## config.mk

```make
export PLATFORM = sky130hd
export DESIGN_NAME = trdb_packet_decoder_flat
export DESIGN_NICKNAME = d
export VERILOG_FILES = /design/src/rtl/trdb_packet_decoder_if.sv /design/src/rtl/trdb_packet_decoder.sv /design/src/flat_wrapper.sv
export SDC_FILE = /design/constraint.sdc
export NUM_CORES = 1
export LEC_CHECK = 0
export ABC_AREA = 1
export BUFFER_PORTS_ARGS = -buffer_cell sky130_fd_sc_hd__buf_2
export CAP_MARGIN = 20
export CORE_AREA = 2 2 135 137
export CTS_CLUSTER_DIAMETER = 60
export DETAILED_ROUTE_END_ITERATION = 10
export DIE_AREA = 0 0 137 139
export HOLD_SLACK_MARGIN = 0.03
export PLACE_DENSITY_LB_ADDON = 0.15
export SETUP_SLACK_MARGIN = 0.05
export SLEW_MARGIN = 20
export SYNTH_ARGS = -nofsm -noshare
export SYNTH_HDL_FRONTEND = slang
export SYNTH_SLANG_ARGS = --single-unit
```

## constraint.sdc

```tcl
create_clock -name clk_i -period 6.2 [get_ports clk_i]
set_input_delay 1.24 -clock clk_i [delete_from_list [all_inputs] [get_ports clk_i]]
set_output_delay 1.24 -clock clk_i [all_outputs]
set_load 0.01 [all_outputs]
```

## src/rtl/trdb_packet_decoder_if.sv

```systemverilog
// Trace packet types and the packet handshake bus feeding trdb_packet_decoder.
// The enum encodings follow the trace encoder's packet format fields.
typedef enum logic [1:0] {
  F_OPT_EXT    = 2'd0,
  F_DIFF_DELTA = 2'd1,
  F_ADDR_ONLY  = 2'd2,
  F_SYNC       = 2'd3
} trdb_format_e;

typedef enum logic [1:0] {
  SF_START   = 2'd0,
  SF_TRAP    = 2'd1,
  SF_CONTEXT = 2'd2,
  SF_SUPPORT = 2'd3
} trdb_f_sync_subformat_e;

typedef enum logic [1:0] {
  NO_CHANGE  = 2'd0,
  ENDED_REP  = 2'd1,
  TRACE_LOST = 2'd2,
  ENDED_NTR  = 2'd3
} qual_status_e;

interface trdb_packet_decoder_if #(
  parameter int XLEN         = 32,
  parameter int MAX_BRANCHES = 31
) ();
  localparam int KW = $clog2(XLEN) + 1;

  logic                   valid_i;
  logic                   ready_o;
  trdb_format_e           packet_format_i;
  trdb_f_sync_subformat_e packet_f_sync_subformat_i;
  logic [4:0]             branches_i;
  logic [MAX_BRANCHES-1:0] branch_map_i;
  logic [XLEN-1:0]        addr_i;
  logic [KW-1:0]          keep_bits_i;
  logic                   thaddr_i;
  qual_status_e           qual_status_i;

  modport master (
    output valid_i, packet_format_i, packet_f_sync_subformat_i, branches_i,
           branch_map_i, addr_i, keep_bits_i, thaddr_i, qual_status_i,
    input  ready_o
  );

  modport slave (
    input  valid_i, packet_format_i, packet_f_sync_subformat_i, branches_i,
           branch_map_i, addr_i, keep_bits_i, thaddr_i, qual_status_i,
    output ready_o
  );
endinterface

```

## src/rtl/trdb_packet_decoder.sv

```systemverilog
// Trace packet decoder: serializes branch maps and rebuilds PCs from compressed addresses.
// Define TRDB_DEC_FULL_ADDR_EN to treat F_DIFF_DELTA/F_ADDR_ONLY addresses as absolute.
module trdb_packet_decoder #(
  parameter int XLEN         = 32,
  parameter int MAX_BRANCHES = 31
) (
  input  logic                  clk_i,
  input  logic                  rst_i,
  trdb_packet_decoder_if.slave  pkt,
  output logic                  branch_valid_o,
  output logic                  branch_taken_o,
  output logic                  addr_valid_o,
  output logic [XLEN-1:0]       addr_o,
  output logic                  trap_o,
  output logic                  synced_o,
  output qual_status_e          qual_status_o,
  output logic                  err_o
);

  localparam int KW = $clog2(XLEN) + 1;

`ifdef TRDB_DEC_FULL_ADDR_EN
  localparam bit FullAddr = 1'b1;
`else
  localparam bit FullAddr = 1'b0;
`endif

  typedef enum logic [1:0] {S_IDLE, S_BRANCH, S_ADDR, S_BUSY} state_e;

  state_e                  r_state, w_next_state;
  logic [4:0]              r_cnt;
  logic [MAX_BRANCHES-1:0] r_map;
  logic [XLEN-1:0]         r_addr;
  logic [XLEN-1:0]         r_last_addr;
  logic                    r_has_addr, r_trap, r_err;
  logic                    r_synced;
  qual_status_e            r_qual;

  logic                    w_accept;
  logic [4:0]              w_nb;
  logic                    w_has_addr, w_drop, w_trap, w_sets_sync, w_support;
  logic [XLEN-1:0]         w_sext, w_target;
  logic                    w_unused;

  // Keep bits [k-1:0], replicate bit k-1 upward; k=0 or k>XLEN means no extension.
  function automatic logic [XLEN-1:0] sext(input logic [XLEN-1:0] a, input logic [KW-1:0] k);
    int              kk;
    logic [XLEN-1:0] hi;
    logic [XLEN-1:0] sh;
    kk = (k == '0 || int'(k) > XLEN) ? XLEN : int'(k);
    hi = {XLEN{1'b1}} << kk;
    sh = a >> (kk - 1);
    return sh[0] ? (a | hi) : (a & ~hi);
  endfunction

  assign w_accept = pkt.valid_i && (r_state == S_IDLE);
  assign w_sext   = sext(pkt.addr_i, pkt.keep_bits_i);
  assign w_unused = ^{pkt.thaddr_i, r_last_addr};

  always_comb begin
    w_nb        = 5'd0;
    w_has_addr  = 1'b0;
    w_drop      = 1'b0;
    w_trap      = 1'b0;
    w_sets_sync = 1'b0;
    w_support   = 1'b0;
    w_target    = w_sext;
    case (pkt.packet_format_i)
      F_SYNC: begin
        case (pkt.packet_f_sync_subformat_i)
          SF_START:   begin w_has_addr = 1'b1; w_sets_sync = 1'b1; end
          SF_TRAP:    begin w_has_addr = 1'b1; w_sets_sync = 1'b1; w_trap = 1'b1; end
          SF_SUPPORT: w_support = 1'b1;
          default:    w_drop = 1'b1;
        endcase
      end
      F_DIFF_DELTA, F_ADDR_ONLY: begin
        if (!r_synced && !FullAddr) begin
          w_drop = 1'b1;
        end else begin
          if (!FullAddr) w_target = r_last_addr + w_sext;
          if (pkt.packet_format_i == F_ADDR_ONLY) begin
            w_has_addr = 1'b1;
          end else begin
            w_nb       = (pkt.branches_i == 5'd0) ? 5'(MAX_BRANCHES) : pkt.branches_i;
            w_has_addr = (pkt.branches_i != 5'd0);
          end
        end
      end
      default: w_drop = 1'b1;
    endcase
  end

  always_ff @(posedge clk_i) begin
    if (rst_i) r_state <= S_IDLE;
    else       r_state <= w_next_state;
  end

  always_comb begin
    w_next_state = r_state;
    case (r_state)
      S_IDLE: begin
        if (w_accept) begin
          if (w_drop || w_support) w_next_state = S_BUSY;
          else if (w_nb != 5'd0)   w_next_state = S_BRANCH;
          else                     w_next_state = S_ADDR;
        end
      end
      S_BRANCH: if (r_cnt == 5'd1) w_next_state = r_has_addr ? S_ADDR : S_IDLE;
      S_ADDR:   w_next_state = S_IDLE;
      default:  w_next_state = S_IDLE;
    endcase
  end

  always_comb begin
    pkt.ready_o    = (r_state == S_IDLE);
    branch_valid_o = (r_state == S_BRANCH);
    branch_taken_o = (r_state == S_BRANCH) && r_map[0];
    addr_valid_o   = (r_state == S_ADDR);
    addr_o         = (r_state == S_ADDR) ? r_addr : '0;
    trap_o         = (r_state == S_ADDR) && r_trap;
    err_o          = (r_state == S_BUSY) && r_err;
    synced_o       = r_synced;
    qual_status_o  = r_qual;
  end

  // Architectural state: sync flag, qualification status and the differential base.
  always_ff @(posedge clk_i) begin
    if (rst_i) begin
      r_synced    <= 1'b0;
      r_qual      <= NO_CHANGE;
      r_last_addr <= '0;
    end else begin
      if (w_accept && w_sets_sync) r_synced <= 1'b1;
      if (w_accept && w_support) begin
        r_qual <= pkt.qual_status_i;
        if (pkt.qual_status_i == ENDED_NTR || pkt.qual_status_i == ENDED_REP) r_synced <= 1'b0;
      end
      if (r_state == S_ADDR) r_last_addr <= r_addr;
    end
  end

  always_ff @(posedge clk_i) begin
    if (w_accept) begin
      r_map      <= pkt.branch_map_i;
      r_cnt      <= w_nb;
      r_addr     <= w_target;
      r_has_addr <= w_has_addr;
      r_trap     <= w_trap;
      r_err      <= w_drop;
    end else if (r_state == S_BRANCH) begin
      r_map <= r_map >> 1;
      r_cnt <= r_cnt - 5'd1;
    end
  end

endmodule
```

## src/flat_wrapper.sv

```systemverilog
// flat-port wrapper written by rule: the top's interface ports become plain ports
module trdb_packet_decoder_flat 
#(
  parameter int XLEN         = 32,
  parameter int MAX_BRANCHES = 31
)
  (clk_i, rst_i, branch_valid_o, branch_taken_o, addr_valid_o, addr_o, trap_o, synced_o, qual_status_o, err_o, pkt_valid_i, pkt_packet_format_i, pkt_packet_f_sync_subformat_i, pkt_branches_i, pkt_branch_map_i, pkt_addr_i, pkt_keep_bits_i, pkt_thaddr_i, pkt_qual_status_i, pkt_ready_o);
  trdb_packet_decoder_if #(.XLEN(XLEN), .MAX_BRANCHES(MAX_BRANCHES)) pkt_i ();
  input  logic clk_i;
  input  logic rst_i;
  output logic branch_valid_o;
  output logic branch_taken_o;
  output logic addr_valid_o;
  output logic [XLEN-1:0] addr_o;
  output logic trap_o;
  output logic synced_o;
  output qual_status_e qual_status_o;
  output logic err_o;
  input wire logic [$bits(pkt_i.valid_i)-1:0] pkt_valid_i;
  input wire logic [$bits(pkt_i.packet_format_i)-1:0] pkt_packet_format_i;
  input wire logic [$bits(pkt_i.packet_f_sync_subformat_i)-1:0] pkt_packet_f_sync_subformat_i;
  input wire logic [$bits(pkt_i.branches_i)-1:0] pkt_branches_i;
  input wire logic [$bits(pkt_i.branch_map_i)-1:0] pkt_branch_map_i;
  input wire logic [$bits(pkt_i.addr_i)-1:0] pkt_addr_i;
  input wire logic [$bits(pkt_i.keep_bits_i)-1:0] pkt_keep_bits_i;
  input wire logic [$bits(pkt_i.thaddr_i)-1:0] pkt_thaddr_i;
  input wire logic [$bits(pkt_i.qual_status_i)-1:0] pkt_qual_status_i;
  output wire logic [$bits(pkt_i.ready_o)-1:0] pkt_ready_o;
  assign pkt_i.valid_i = pkt_valid_i;
  assign pkt_i.packet_format_i = pkt_packet_format_i;
  assign pkt_i.packet_f_sync_subformat_i = pkt_packet_f_sync_subformat_i;
  assign pkt_i.branches_i = pkt_branches_i;
  assign pkt_i.branch_map_i = pkt_branch_map_i;
  assign pkt_i.addr_i = pkt_addr_i;
  assign pkt_i.keep_bits_i = pkt_keep_bits_i;
  assign pkt_i.thaddr_i = pkt_thaddr_i;
  assign pkt_i.qual_status_i = pkt_qual_status_i;
  assign pkt_ready_o = pkt_i.ready_o;
  trdb_packet_decoder #(.XLEN(XLEN), .MAX_BRANCHES(MAX_BRANCHES)) u_core (.clk_i(clk_i), .rst_i(rst_i), .pkt(pkt_i), .branch_valid_o(branch_valid_o), .branch_taken_o(branch_taken_o), .addr_valid_o(addr_valid_o), .addr_o(addr_o), .trap_o(trap_o), .synced_o(synced_o), .qual_status_o(qual_status_o), .err_o(err_o));
endmodule
```

* After elaboration in Yosys (flattened, before gate mapping)
Cells that the tools add are included.
** Storage, ports and cells
- Output and inout port bits :: 41
- Word-level logic and storage cells :: 85
- Register bits :: 108
- Input port bits :: 84
** Cells by class
- Mux-type cells :: 33
- Shift operators :: 2
- $add $sub $neg :: 3
- Reduce and logical (&&, ||, !) cells :: 20
- $lt $le $gt $ge :: 1
- Eq/ne operators :: 13
- Bitwise logic cells :: 3
** Operators with widths (count)
- $mux 32 :: 4
- $mux 31 :: 2
- $add 32x32->32 :: 1
- $and 32x32->32 :: 1
- $not 32->32 :: 1
- $or 32x32->32 :: 1
- $shl 32x32->32 const A :: 1
- $shr 32x32->1 :: 1
- $sub 32x2->32 const B :: 1
- $mux 5 :: 6
- $eq 2x2->1 const B :: 6
- $mux 1 :: 12
- $mux 2 :: 5
- $reduce_bool 5->1 :: 2
- $eq 2x1->1 const B :: 4
- $gt 6x6->1 const B :: 1
- $logic_and 1x1->1 :: 6
- $logic_not 6->1 :: 1
- $mux 6 :: 1
- $eq 5x1->1 const B :: 1
- $logic_not 5->1 :: 1
- $sub 5x1->5 const B :: 1
- $logic_not 2->1 :: 2
- $ne 2x1->1 const B :: 2
- 7 further kinds :: 11

* Logic depth before layout (Yosys ltp)
- Depth in word-level cells :: 10
- Gate-level depth with buffers :: 33

* Worst setup path before layout
Ideal clock, no wire load.
- Path type :: in2reg
- From :: input pkt_keep_bits_i[5]
- To :: register u_core.r_addr[18], data pin
- Cell stages on the path :: 26
- Setup slack :: 1197 ps
- Arrival :: 4749 ps
- Required time :: 5946 ps
- Library setup time :: 254 ps
- Cell sequence :: buf_2 -> nor2_1 -> inv_1 -> ha_1 -> buf_2 -> inv_1 -> a21oi_1 -> o21ai_0 -> nand2_1 -> nand2_1 -> nand2_1 -> nand3_1 -> nand3b_2 -> nand3_4 -> buf_2 -> a21boi_1 -> ha_1 -> a21oi_1 -> a21boi_1 -> inv_1 -> a21oi_1 -> inv_1 -> a21o_1 -> or2_0 -> nand3_1 -> nand2_1
** On the way
- Longest elaborated chain between the ends :: 10
** Ends and longest elaborated chain
- start: declaration :: RTL line flat_wrapper.sv:25 : input wire logic [$bits(pkt_i.keep_bits_i)-1:0] pkt_keep_bits_i;
- $gt 6x6->1 or $logic_not 6->1 (tied branches) :: RTL line trdb_packet_decoder.sv:50 : kk = (k == '0 || int'(k) > XLEN) ? XLEN : int'(k);
- $logic_or 1x1->1 :: RTL line trdb_packet_decoder.sv:50
- $mux 6 (*) :: RTL line trdb_packet_decoder.sv:50
- branches (longest 3 deep; another with $sub 32x2->32)
- $mux 32 (*) :: RTL line trdb_packet_decoder.sv:53 : return sh[0] ? (a | hi) : (a & ~hi);
- $add 32x32->32 :: RTL line trdb_packet_decoder.sv:81 : if (!FullAddr) w_target = r_last_addr + w_sext;
- $mux 32 :: RTL line trdb_packet_decoder.sv:78 : if (!r_synced && !FullAddr) begin
- $mux 32 (*) :: RTL line trdb_packet_decoder.sv:68 : case (pkt.packet_format_i)
- named net u_core.w_target[18] :: RTL line trdb_packet_decoder.sv:42 : logic [XLEN-1:0] w_sext, w_target;
- end signal: assignment :: RTL line trdb_packet_decoder.sv:147 : r_addr <= w_target;
- end: declaration :: RTL line trdb_packet_decoder.sv:33 : logic [XLEN-1:0] r_addr;
Mark *: on every way through the listed nets, which the timed path passes.
A chain may end at the register's enable or synchronous reset.

* Worst setup path in the final report
- From :: input pkt_keep_bits_i[3]
- To :: register u_core.r_addr[18], data pin
The elaborated chain is that of the path after synthesis.

==> results.sh <==
export IMPL_cts_buffers=9
export IMPL_arrival_ps=5580
export IMPL_setup_viol=0
export IMPL_die_y_um=139
export IMPL_powerDensity_nw_per_um2=264
export IMPL_syn_inst=1090
export IMPL_min_to="u_core.qual_status_o[1]$_SDFFE_PP0P_"
export IMPL_grt_max_degree=48
export IMPL_yosysUniqueCellTypes=45
export IMPL_die_width_um=137
export IMPL_dp_cells=1419
export IMPL_yosys_warnings=0
export IMPL_p_leak_nw=4.61
export IMPL_syn_to_final_growth_pct=14.8
export IMPL_diodes=0
export IMPL_fin_total_pwr_mw=2.35
export IMPL_grt_pass1_vias=6477
export IMPL_rr_worst_depth=7
export IMPL_worstSetupStartpointType="primary input"
export IMPL_ir_worst_vdd_mv=0.163
export IMPL_cts_tree="yes"
export IMPL_worst_pin_slew_ps=776
export IMPL_clockBufferDepth=2
export IMPL_gp_congestion=0.916
export IMPL_initial_utilization=0.439
export IMPL_dpl_cell_area_um2=8600
export IMPL_status="completed"
export IMPL_htreeDepth=3
export IMPL_drtIter0Drc=596
export IMPL_intPower_mw=1.50
export IMPL_postLayoutCellArea_um2=8900
export IMPL_setup_tns_ps=0
export IMPL_mostFrequentLayoutCell="nand2_1"
export IMPL_hpwl_mm=16.1
export IMPL_syn_area_per_cell_um2=7.11
export IMPL_ioPinCount=125
export IMPL_synth_top_family_by_area="simple AND/OR/NAND/NOR gates"
export IMPL_path_max_fanout=33
export IMPL_cts_hold_buf=0
export IMPL_slew_viol_final=0
export IMPL_post_cts_buffers=0
export IMPL_synth_seq_cells=108
export IMPL_final_period_utilization=0.883
export IMPL_drv_cap=0
export IMPL_vias_per_cell=5.04
export IMPL_finClkSkew_ps=15.2
export IMPL_final_nets=1330
export IMPL_drcViolationCount=0
export IMPL_grt_pass1_wl_mm=32.3
export IMPL_antenna_found_initial=0
export IMPL_final_util=0.504
export IMPL_clk_pin_slew_ps=80
export IMPL_yosys_area_share_simple=0.289
export IMPL_min_delay_start="u_core.qual_status_o[1]$_SDFFE_PP0P_"
export IMPL_synth_edff_count=71
export IMPL_fin_crit_ps=5480
export IMPL_fmax_ghz=0.183
export IMPL_synthMuxAreaShare=0
export IMPL_clockRootBuffer="clkbuf_16"
export IMPL_layoutNonFillerInstCount=1435
export IMPL_swShare=0.362
export IMPL_io_buffers=123
export IMPL_yosysSeqAreaShare=0.370
export IMPL_cp_required_ps=6300
export IMPL_layout_common_cells="nand2_1 (365), buf_2 (123), inv_1 (122)"
export IMPL_slew_headroom=0.483
export IMPL_ant_nets=0
export IMPL_ys_async_sr_fraction=0
export IMPL_drive_gt1_frac=0.154
export IMPL_worst_skew_pair_late_latency_ps=360
export IMPL_synth_compound_gate_area_share=0.156
export IMPL_cts_resized=0
export IMPL_synthesis_nets=1219
export IMPL_synthAdderAreaFrac=0.0736
export IMPL_synth_xor_area_frac=0.0294
export IMPL_hold_class="reg -> reg"
export IMPL_synth_main_ff_cell="edfxtp_1"
export IMPL_whs_path_depth=2
export IMPL_vias=7232
export IMPL_final_hold_viol_count=0
export IMPL_wirelength_mm=20.5
export IMPL_combPwrFrac=0.340
export IMPL_netlist_area_um2=7750
export IMPL_rsz0062_at_grt="false"
export IMPL_r2r_start="u_core.synced_o$_SDFF_PP0_"
export IMPL_cp_end_kind="flip-flop"
export IMPL_grt_usage=0.214
export IMPL_cts_sinks=108
export IMPL_rows=49
export IMPL_core_um2=17700
export IMPL_wl_per_cell_um=14.3
export IMPL_dieArea_um2=19000
export IMPL_dr_pass1_iters=4
export IMPL_critPathKind="in -> reg"
export IMPL_gr_total_overflow=0
export IMPL_switching_power_mw=0.851
export IMPL_p_seq_frac=0.417
export IMPL_r2r_slack_ps=3600
export IMPL_worst_r2r_endpoint="u_core.r_addr[31]$_DFFE_PP_"
export IMPL_p_clk_frac=0.243
## worst max-delay path: stages
cell      delay (ps)
buf_2            170
nor2_4           190
nand3_1          110
nand2_1          120
nand3_2          150
inv_1            160
ha_1             320
inv_1            170
nand3_1           90
nand2_1           60
inv_1             40
nand3_1           60
nand2_1           80
nand2_2          110
nand3_4          290
o21ai_1          390
ha_1             340
a21oi_1          150
o21ai_1          110
a21boi_1         280
inv_1            100
a21oi_1          220
inv_1             90
a21o_1           170
or2_0            190
nand3_1           70
nand2_1           90
## per-stage QoR
stage | setup WS [ps] | hold slack, ps
2_1_floorplan | 1200 | 445
3_3_place_gp | 478 | 451
3_5_place_dp | 417 | 455
4_1_cts | 807 | 467
5_1_grt | 380 | 491
6_report | 723 | 464
## cells in the mapped netlist (4+ instances only)
master      n  share of area
a21boi_0   11          0.011
a21boi_1   14          0.014
a21o_1      5         0.0048
a21oi_1    89          0.057
a31oi_1     4         0.0032
buf_2      10         0.0065
clkbuf_1   21          0.010
dfxtp_1    37          0.096
edfxtp_1   71           0.27
ha_1       44          0.071
inv_1     123          0.060
nand2_1   365           0.18
nand3_1    60          0.039
nand4_1     9         0.0073
nor2_1     61          0.030
nor3_1      7         0.0045
nor4_1      5         0.0040
o211ai_1   12          0.012
o21ai_0    42          0.027
o21ai_1    20          0.013
o21bai_1    4         0.0039
or2_2      20          0.016
xnor2_1    11          0.012
xor2_1     15          0.017
## metal layers
layer | part of all wire | GRT usage
met4 | 0.016 | 0.0515
met5 | 0 | 0
met3 | 0.053 | 0.0311
met2 | 0.42 | 0.327
met1 | 0.51 | 0.319
## power by group through the flow
stage / sequential (mW) / clock (mW) / combinational [mW]
after floorplan: 0.984 / 0 / 0.578
after global placement: 0.994 / 0 / 0.790
after detailed placement: 0.996 / 0 / 0.797
after CTS: 0.980 / 0.592 / 0.801
after global routing: 0.991 / 0.613 / 0.913
final: 0.979 / 0.571 / 0.800
## sequential cells by signal, indices dropped and copies added (netlist names)
| name | cells |
|---|---|
| u_core.r_has_addr | 1 |
| u_core.r_addr | 32 |
| u_core.r_err | 1 |
| u_core.r_trap | 1 |
| u_core.r_last_addr | 32 |
| u_core.qual_status_o | 2 |
| u_core.synced_o | 1 |
| u_core.r_cnt | 5 |
| u_core.r_state | 2 |
| u_core.r_map | 31 |
## final cells by class
class	count	area [um2]
fill	1779	8760
multi-input combinational	819	4250
sequential	108	2870
timing repair buffer	136	713
inverter	127	477
tap	229	287
clock buffer	9	225
clock inverter	7	77.6
## worst max path at each step
stage | startpoint | end | slack (ps) | cells after the start
finish | pkt_keep_bits_i[3] | u_core.r_addr[18]$_DFFE_PP_ | 720 | 27
global route | pkt_keep_bits_i[3] | u_core.r_addr[18]$_DFFE_PP_ | 380 | 27
CTS | pkt_keep_bits_i[3] | u_core.r_addr[27]$_DFFE_PP_ | 810 | 30
detailed placement | pkt_keep_bits_i[3] | u_core.r_addr[27]$_DFFE_PP_ | 420 | 30
global placement | pkt_keep_bits_i[3] | u_core.r_addr[18]$_DFFE_PP_ | 480 | 27
floorplan | pkt_keep_bits_i[5] | u_core.r_addr[18]$_DFFE_PP_ | 1200 | 26
## kinds of logic after synthesis
logic type | Yosys count
compound gates | 211
xor+xnor | 26
fa+ha+maj | 45
buf+inv | 163
flops | 108
simple gates | 537
Power figures use the tool's default switching activity.
